### src/rtl/fsmc_fifo_regs_pkg.sv
// Shared constants for the FSMC sample FIFO peripheral: register indices,
// status/control bit positions and the default word width.
package fsmc_pkg;

    localparam int FSMC_DATA_W = 16;

    typedef enum logic [2:0] {
        REG_DATA    = 3'd0,
        REG_STATUS  = 3'd1,
        REG_COUNT   = 3'd2,
        REG_THRESH  = 3'd3,
        REG_OVF_CNT = 3'd4
    } reg_idx_e;

    localparam int ST_EMPTY  = 0;
    localparam int ST_FULL   = 1;
    localparam int ST_OVF    = 2;
    localparam int ST_IRQ    = 3;
    localparam int CTL_FLUSH = 15;

endpackage

### src/rtl/fsmc_fifo_regs_if.sv
// Register-strobe bus from the FSMC slave plus the fabric push port.
// The master side is the bus slave / fabric source, the slave side is the FIFO block.
interface fsmc_fifo_regs_if
    import fsmc_pkg::*;
#(
    parameter int DATA_W = FSMC_DATA_W
) ();

    logic              cs;
    logic [2:0]        reg_addr;
    logic              wr_stb;
    logic              rd_stb;
    logic [DATA_W-1:0] wdata;
    logic [DATA_W-1:0] rdata;
    logic              src_valid;
    logic [DATA_W-1:0] src_data;
    logic              src_ready;

    modport master (
        output cs, reg_addr, wr_stb, rd_stb, wdata, src_valid, src_data,
        input  rdata, src_ready
    );

    modport slave (
        input  cs, reg_addr, wr_stb, rd_stb, wdata, src_valid, src_data,
        output rdata, src_ready
    );

endinterface

### src/rtl/fsmc_fifo_regs_fifo_sync_mem.sv
// Single-clock FIFO storage: array, wrapping pointers, occupancy count.
// Flush overrides push and pop; head is the combinational word at the read pointer.
module fifo_sync_mem #(
    parameter int DATA_W = 16,
    parameter int DEPTH  = 16
) (
    input  logic                     clk,
    input  logic                     reset_n,
    input  logic                     push,
    input  logic                     pop,
    input  logic                     flush,
    input  logic [DATA_W-1:0]        push_data,
    output logic [DATA_W-1:0]        head,
    output logic [$clog2(DEPTH):0]   count,
    output logic [$clog2(DEPTH):0]   count_next,
    output logic                     full,
    output logic                     empty
);

    localparam int PW = $clog2(DEPTH);
    localparam int CW = PW + 1;

    typedef logic [PW-1:0] ptr_t;
    typedef logic [CW-1:0] cnt_t;

    localparam cnt_t DEPTH_C = cnt_t'(DEPTH);

    logic [DATA_W-1:0] mem_q [DEPTH];
    ptr_t              wr_ptr_q, wr_ptr_d;
    ptr_t              rd_ptr_q, rd_ptr_d;
    cnt_t              count_q, count_d;
    logic              push_en, pop_en;

    assign full  = (count_q == DEPTH_C);
    assign empty = (count_q == '0);

    // Acceptance is judged on the registered full/empty, so a same-cycle pop never frees a slot.
    assign push_en = push && !full && !flush;
    assign pop_en  = pop && !empty && !flush;

    always_comb begin
        wr_ptr_d = wr_ptr_q;
        rd_ptr_d = rd_ptr_q;
        count_d  = count_q;
        if (flush) begin
            wr_ptr_d = '0;
            rd_ptr_d = '0;
            count_d  = '0;
        end else begin
            if (push_en) begin
                wr_ptr_d = wr_ptr_q + ptr_t'(1);
            end
            if (pop_en) begin
                rd_ptr_d = rd_ptr_q + ptr_t'(1);
            end
            case ({push_en, pop_en})
                2'b10:   count_d = count_q + cnt_t'(1);
                2'b01:   count_d = count_q - cnt_t'(1);
                default: count_d = count_q;
            endcase
        end
    end

    always_ff @(posedge clk or negedge reset_n) begin
        if (!reset_n) begin
            wr_ptr_q <= '0;
            rd_ptr_q <= '0;
            count_q  <= '0;
        end else begin
            wr_ptr_q <= wr_ptr_d;
            rd_ptr_q <= rd_ptr_d;
            count_q  <= count_d;
        end
    end

    always_ff @(posedge clk) begin
        if (push_en) begin
            mem_q[wr_ptr_q] <= push_data;
        end
    end

    assign head       = mem_q[rd_ptr_q];
    assign count      = count_q;
    assign count_next = count_d;

endmodule

### src/rtl/fsmc_fifo_regs.sv
// Memory-mapped sample FIFO behind the FSMC bus slave: register decode, sticky overflow,
// threshold interrupt and registered read data. Define FIFO_OVF_COUNT_EN to add OVF_CNT.
module fsmc_fifo_regs
    import fsmc_pkg::*;
#(
    parameter int DATA_W     = FSMC_DATA_W,
    parameter int DEPTH      = 16,
    parameter int THRESH_RST = 8
) (
    input  logic                   clk,
    input  logic                   reset_n,
    fsmc_fifo_regs_if.slave        bus,
    output logic                   irq
);

    localparam int CW = $clog2(DEPTH) + 1;

    typedef logic [CW-1:0] cnt_t;

    logic              wr_en, rd_en;
    logic              flush, push_req, pop_req, drop;
    logic              full, empty;
    logic [DATA_W-1:0] head;
    cnt_t              fifo_count, fifo_count_next;

    cnt_t              thresh_q, thresh_d;
    logic              ovf_q, ovf_d;
    logic              irq_q, irq_d;
    logic [DATA_W-1:0] rdata_q, rdata_d;
    logic [DATA_W-1:0] status_rd, count_rd, thresh_rd, ovf_cnt_rd;
    logic              wdata_unused;

    assign wr_en = bus.cs && bus.wr_stb;
    assign rd_en = bus.cs && bus.rd_stb;

    assign flush    = wr_en && (bus.reg_addr == REG_STATUS) && bus.wdata[CTL_FLUSH];
    assign push_req = bus.src_valid;
    assign pop_req  = rd_en && (bus.reg_addr == REG_DATA);
    // A flush swallows a colliding push silently, so it must not count as an overflow.
    assign drop     = bus.src_valid && full && !flush;

    assign wdata_unused = ^bus.wdata;

    fifo_sync_mem #(
        .DATA_W (DATA_W),
        .DEPTH  (DEPTH)
    ) u_fifo (
        .clk        (clk),
        .reset_n    (reset_n),
        .push       (push_req),
        .pop        (pop_req),
        .flush      (flush),
        .push_data  (bus.src_data),
        .head       (head),
        .count      (fifo_count),
        .count_next (fifo_count_next),
        .full       (full),
        .empty      (empty)
    );

    assign bus.src_ready = !full;

    always_comb begin
        ovf_d = ovf_q;
        if (wr_en && (bus.reg_addr == REG_STATUS) && bus.wdata[ST_OVF]) begin
            ovf_d = 1'b0;
        end
        if (drop) begin
            ovf_d = 1'b1;
        end
    end

    always_comb begin
        thresh_d = thresh_q;
        if (wr_en && (bus.reg_addr == REG_THRESH)) begin
            thresh_d = bus.wdata[CW-1:0];
        end
    end

    // THRESH wider than DEPTH can never be reached by count, so it never fires.
    assign irq_d = (thresh_d != '0) && (fifo_count_next >= thresh_d);

`ifdef FIFO_OVF_COUNT_EN
    logic [15:0] ovf_cnt_q, ovf_cnt_d;

    always_comb begin
        ovf_cnt_d = ovf_cnt_q;
        if (wr_en && (bus.reg_addr == REG_OVF_CNT)) begin
            ovf_cnt_d = '0;
        end else if (drop && (ovf_cnt_q != 16'hFFFF)) begin
            ovf_cnt_d = ovf_cnt_q + 16'd1;
        end
    end

    always_ff @(posedge clk or negedge reset_n) begin
        if (!reset_n) begin
            ovf_cnt_q <= '0;
        end else begin
            ovf_cnt_q <= ovf_cnt_d;
        end
    end

    always_comb begin
        ovf_cnt_rd        = '0;
        ovf_cnt_rd[15:0]  = ovf_cnt_q;
    end
`else
    assign ovf_cnt_rd = '0;
`endif

    always_comb begin
        status_rd           = '0;
        status_rd[ST_EMPTY] = empty;
        status_rd[ST_FULL]  = full;
        status_rd[ST_OVF]   = ovf_q;
        status_rd[ST_IRQ]   = irq_q;
        count_rd            = '0;
        count_rd[CW-1:0]    = fifo_count;
        thresh_rd           = '0;
        thresh_rd[CW-1:0]   = thresh_q;
    end

    // Read data holds between strobes so the bus slave can sample it late in the cycle.
    always_comb begin
        rdata_d = rdata_q;
        if (rd_en) begin
            case (bus.reg_addr)
                REG_DATA:    rdata_d = empty ? '0 : head;
                REG_STATUS:  rdata_d = status_rd;
                REG_COUNT:   rdata_d = count_rd;
                REG_THRESH:  rdata_d = thresh_rd;
                REG_OVF_CNT: rdata_d = ovf_cnt_rd;
                default:     rdata_d = '0;
            endcase
        end
    end

    always_ff @(posedge clk or negedge reset_n) begin
        if (!reset_n) begin
            thresh_q <= cnt_t'(THRESH_RST);
            ovf_q    <= 1'b0;
            irq_q    <= 1'b0;
            rdata_q  <= '0;
        end else begin
            thresh_q <= thresh_d;
            ovf_q    <= ovf_d;
            irq_q    <= irq_d;
            rdata_q  <= rdata_d;
        end
    end

    assign bus.rdata = rdata_q;
    assign irq       = irq_q;

endmodule

### src/flat_wrapper.sv
// flat-port wrapper written by rule: the top's interface ports become plain ports
module fsmc_fifo_regs_flat import fsmc_pkg::*;
#(
    parameter int DATA_W     = FSMC_DATA_W,
    parameter int DEPTH      = 16,
    parameter int THRESH_RST = 8
)
  (clk, reset_n, irq, bus_cs, bus_reg_addr, bus_wr_stb, bus_rd_stb, bus_wdata, bus_src_valid, bus_src_data, bus_rdata, bus_src_ready);
  fsmc_fifo_regs_if #(.DATA_W(DATA_W)) bus_i ();
  input  logic clk;
  input  logic reset_n;
  output logic irq;
  input wire logic [$bits(bus_i.cs)-1:0] bus_cs;
  input wire logic [$bits(bus_i.reg_addr)-1:0] bus_reg_addr;
  input wire logic [$bits(bus_i.wr_stb)-1:0] bus_wr_stb;
  input wire logic [$bits(bus_i.rd_stb)-1:0] bus_rd_stb;
  input wire logic [$bits(bus_i.wdata)-1:0] bus_wdata;
  input wire logic [$bits(bus_i.src_valid)-1:0] bus_src_valid;
  input wire logic [$bits(bus_i.src_data)-1:0] bus_src_data;
  output wire logic [$bits(bus_i.rdata)-1:0] bus_rdata;
  output wire logic [$bits(bus_i.src_ready)-1:0] bus_src_ready;
  assign bus_i.cs = bus_cs;
  assign bus_i.reg_addr = bus_reg_addr;
  assign bus_i.wr_stb = bus_wr_stb;
  assign bus_i.rd_stb = bus_rd_stb;
  assign bus_i.wdata = bus_wdata;
  assign bus_i.src_valid = bus_src_valid;
  assign bus_i.src_data = bus_src_data;
  assign bus_rdata = bus_i.rdata;
  assign bus_src_ready = bus_i.src_ready;
  fsmc_fifo_regs #(.DATA_W(DATA_W), .DEPTH(DEPTH), .THRESH_RST(THRESH_RST)) u_core (.clk(clk), .reset_n(reset_n), .bus(bus_i), .irq(irq));
endmodule
### config.mk
export PLATFORM = sky130hd
export DESIGN_NAME = fsmc_fifo_regs_flat
export DESIGN_NICKNAME = d
export VERILOG_FILES = /design/src/rtl/fsmc_fifo_regs_pkg.sv /design/src/rtl/fsmc_fifo_regs_if.sv /design/src/rtl/fsmc_fifo_regs_fifo_sync_mem.sv /design/src/rtl/fsmc_fifo_regs.sv /design/src/flat_wrapper.sv
export SDC_FILE = /design/constraint.sdc
export NUM_CORES = 1
export LEC_CHECK = 0
export CORE_MARGIN = 4
export CORE_UTILIZATION = 55
export DETAILED_ROUTE_END_ITERATION = 12
export PLACE_DENSITY = 0.78
export SYNTH_ARGS = -nofsm -noshare
export SYNTH_HDL_FRONTEND = slang
export SYNTH_SLANG_ARGS = --single-unit
export TNS_END_PERCENT = 50
### constraint.sdc
create_clock -name clk -period 6.4 [get_ports clk]
set_input_delay 0.64 -clock clk [delete_from_list [all_inputs] [get_ports clk]]
set_output_delay 0.64 -clock clk [all_outputs]
set_load 0.005 [all_outputs]
==> flow_summary.yaml <==
run_status:
  outcome: "complete, no violations"
power:
  p_leak_nw: 4.40
  p_comb_share_pct: 17.8
  p_per_area_nw_per_um2: 370
  p_sw_share_pct: 27.1
  seq_power_share_pct: 50.0
  p_total_w: 0.00493
  p_sw_w: 0.00133
  p_int_w: 0.00359
  ir_drop_v: 0.000201
  p_clk_share_pct: 32.2
worst_setup_path:
  cp_max_fo: 12
  startpoint: "bus_reg_addr[0]"
  critical_path_class: "in2reg"
  cp.depth: 16
  r2r-end: "u_core.irq"
  max_stage_delay_ps: 580
  endpoint_kind: "flop"
  worstRegToRegCells: 16
  critPathTopFamily: "compound AO/OA/AOI/OAI gates"
  cp-endpoint: "u_core.irq"
  crit_top_cell: "ha_1"
  reg2reg_from: "u_core.u_fifo.count[1]"
  critical_path.cell_chain: "clkdlybuf4s50_1 -> or3_1 -> nor2_1 -> nand3_1 -> inv_2 -> ha_1 -> xor2_1 -> ha_1 -> a21o_1 -> a22o_1 -> a221oi_1 -> o21ai_0 -> a21oi_1 -> ha_1 -> o22ai_1 -> a21oi_1"
  path_buf_inv: 2
  crit_required_ps: 6830
  startpoint_type: "input pin"
  cp.arrival_ps: 4850
  cp_slowest_cell: "clkdlybuf4s50_1"
  reg2reg_setup_slack_ps: 2070
timing:
  skew_ps: 14.3
  fin_setup_tns_ps: 0
  setup-violations-final: 0
  period_minus_slack_ps: 4420
  worst_pin_slew_ps: 1010
  rsz0062_at_grt: "false"
  timing.final.crit_share_pct: 69.1
  hold_violations: 0
  max_freq_mhz: 226
  maxSlewHeadroom_pct: 32.6
  slew_viol_final: 0
route:
  drt-pass1-iter-count: 5
  drc: 0
  wl_per_cell_um: 25.9
  drtIter0Drc: 539
  postRouteAntennaNets: 0
  avgViaCountPerCell: 6.25
  drt_wl_total_mm: 24.7
  num_vias: 5958
job:
  cap_violations: 0
global_routing:
  antenna_found_initial: 0
  grt-ovfl-total: 0
  grt_pass1_wl_mm: 37.8
  grt_pass1_vias: 6173
  grt.total_usage_pct: 21.4
  grt_max_degree: 64
layout:
  syn_to_final_growth_pct: 14.8
  layout_common_cells: "edfxtp_1 (256), mux4_2 (63), clkdlybuf4s50_1 (47)"
  final_area_um2: 13300
  diodes: 0
  fin_nets: 716
  drive_above_1_share_pct: 20.4
  mostFrequentLayoutCell: "edfxtp_1"
yosys:
  ys.flop_type: "edfxtp_1"
  yosysWarnings: 0
  synth_edf_count: 256
  synth.distinct_cells: 41
  syn-num-nets: 653
  postSynth.asyncResetShare_pct: 12.3
  syn_inst: 599
  ys_seq_area_share_pct: 74.0
  synth_area_per_cell_um2: 19.4
  ys_ff_latch: 292
  synthesis.area_um2: 11600
die:
  chipWidth_um: 153
  num_io_pins: 59
  dieHeight_um: 153
  start_util_pct: 56.6
  rows: 52
  core_area_um2: 20500
  die-area_um2: 23500
place:
  io_buffers: 48
  gp_congestion: 0.846
  dp_hpwl_mm: 14.4
  placed_cell_area_um2: 12400
clock_tree:
  cts-resized-gates: 0
  root_buffer: "clkbuf_16"
  cts_tree: "yes"
  htree_levels: 1
  clk_pin_slew_ps: 70
  cts.path.max_buffers: 3
  postCtsHoldBufs: 0
  cts_inserted_buffers: 28
  cts_sinks: 292
  post_cts_buffers: 0
  clock_latency_ps: 550
worst_hold_path:
  hp-class: "in2async"
sequential cells by signal, indices dropped and copies added, names as in the netlist:
register and flops:
u_core.irq 1, u_core.u_fifo.mem_q 256, u_core.bus.rdata 16, u_core.u_fifo.count 5, u_core.u_fifo.wr_ptr_q 4, u_core.ovf_q 1
u_core.thresh_q 5, u_core.u_fifo.rd_ptr_q 4
final cells by class:
cell class | instances | area, um2
Fill cell | 1307 | 7160
Multi-Input combinational cell | 263 | 2860
Tap cell | 270 | 338
Clock buffer | 37 | 754
Clock inverter | 14 | 136
Sequential cell | 292 | 8590
Timing Repair Buffer | 66 | 611
Inverter | 11 | 41.3
kinds of logic after synthesis:
family | count (synthesis) | synth area share [%]
compound gates | 69 | 4.22
xor+xnor | 9 | 0.679
fa+ha+maj | 13 | 1.40
buf+inv | 44 | 1.66
flops | 292 | 74.0
mux | 79 | 14.2
simple gates | 93 | 3.84
power groups by stage:
stage | Combinational (W) | Clock [W] | Sequential [W]
after floorplan | 0.000607 | 0 | 0.00240
after global placement | 0.000839 | 0 | 0.00248
after detailed placement | 0.000875 | 0 | 0.00250
after CTS | 0.000879 | 0.00161 | 0.00247
after global routing | 0.000952 | 0.00170 | 0.00249
final | 0.000876 | 0.00159 | 0.00247
metal layers:
metal	GRT usage, %	vias up	share of wire (%)
li1	-	2562	-
met1	29.0	3086	39
met2	35.7	276	51
met5	0	-	0
met3	4.81	34	8.1
met4	5.77	0	1.8
synthesized netlist by cell type, drive strengths merged, types with 11 or more instances:
cell type,number,area [um2]
dfrtp,35,876
nor2,26,97.6
a221oi,15,131
ha,13,163
inv,11,41.3
a21oi,11,55.1
a22o,13,114
edfxtp,256,7690
buf,16,87.6
clkbuf,17,63.8
nand2,30,113
o21ai,17,85.1
mux4,67,1520
per-stage QoR:
stage	hold WS [ps]	instances	util [%]	worst slack (ps)
detailed placement	479	902	60.7	1470
global route	285	953	65.0	1550
global placement	464	902	60.7	1560
CTS	235	953	65.0	2040
floorplan	344	599	-	2590
finish	226	953	65.0	1980
worst min-delay path by stage:
stage	startpoint	endpoint
after detailed placement	u_core.bus.rdata[6]	u_core.bus.rdata[6]
after CTS	reset_n	u_core.u_fifo.count[0]
after global routing	reset_n	u_core.thresh_q[1]
after floorplan	reset_n	u_core.bus.rdata[0]
final	reset_n	u_core.thresh_q[1]
after global placement	u_core.bus.rdata[6]	u_core.bus.rdata[6]
worst reg2reg max path, delay by kind of cell (launching register included):
family          cells  cell delay [ps]
fa+ha+maj           3              860
buf+inv             1              220
flops               1              480
simple gates        4             1260
compound gates      7             1180
xor+xnor            1              190
Note: power is estimated with default switching activity, not from simulation.
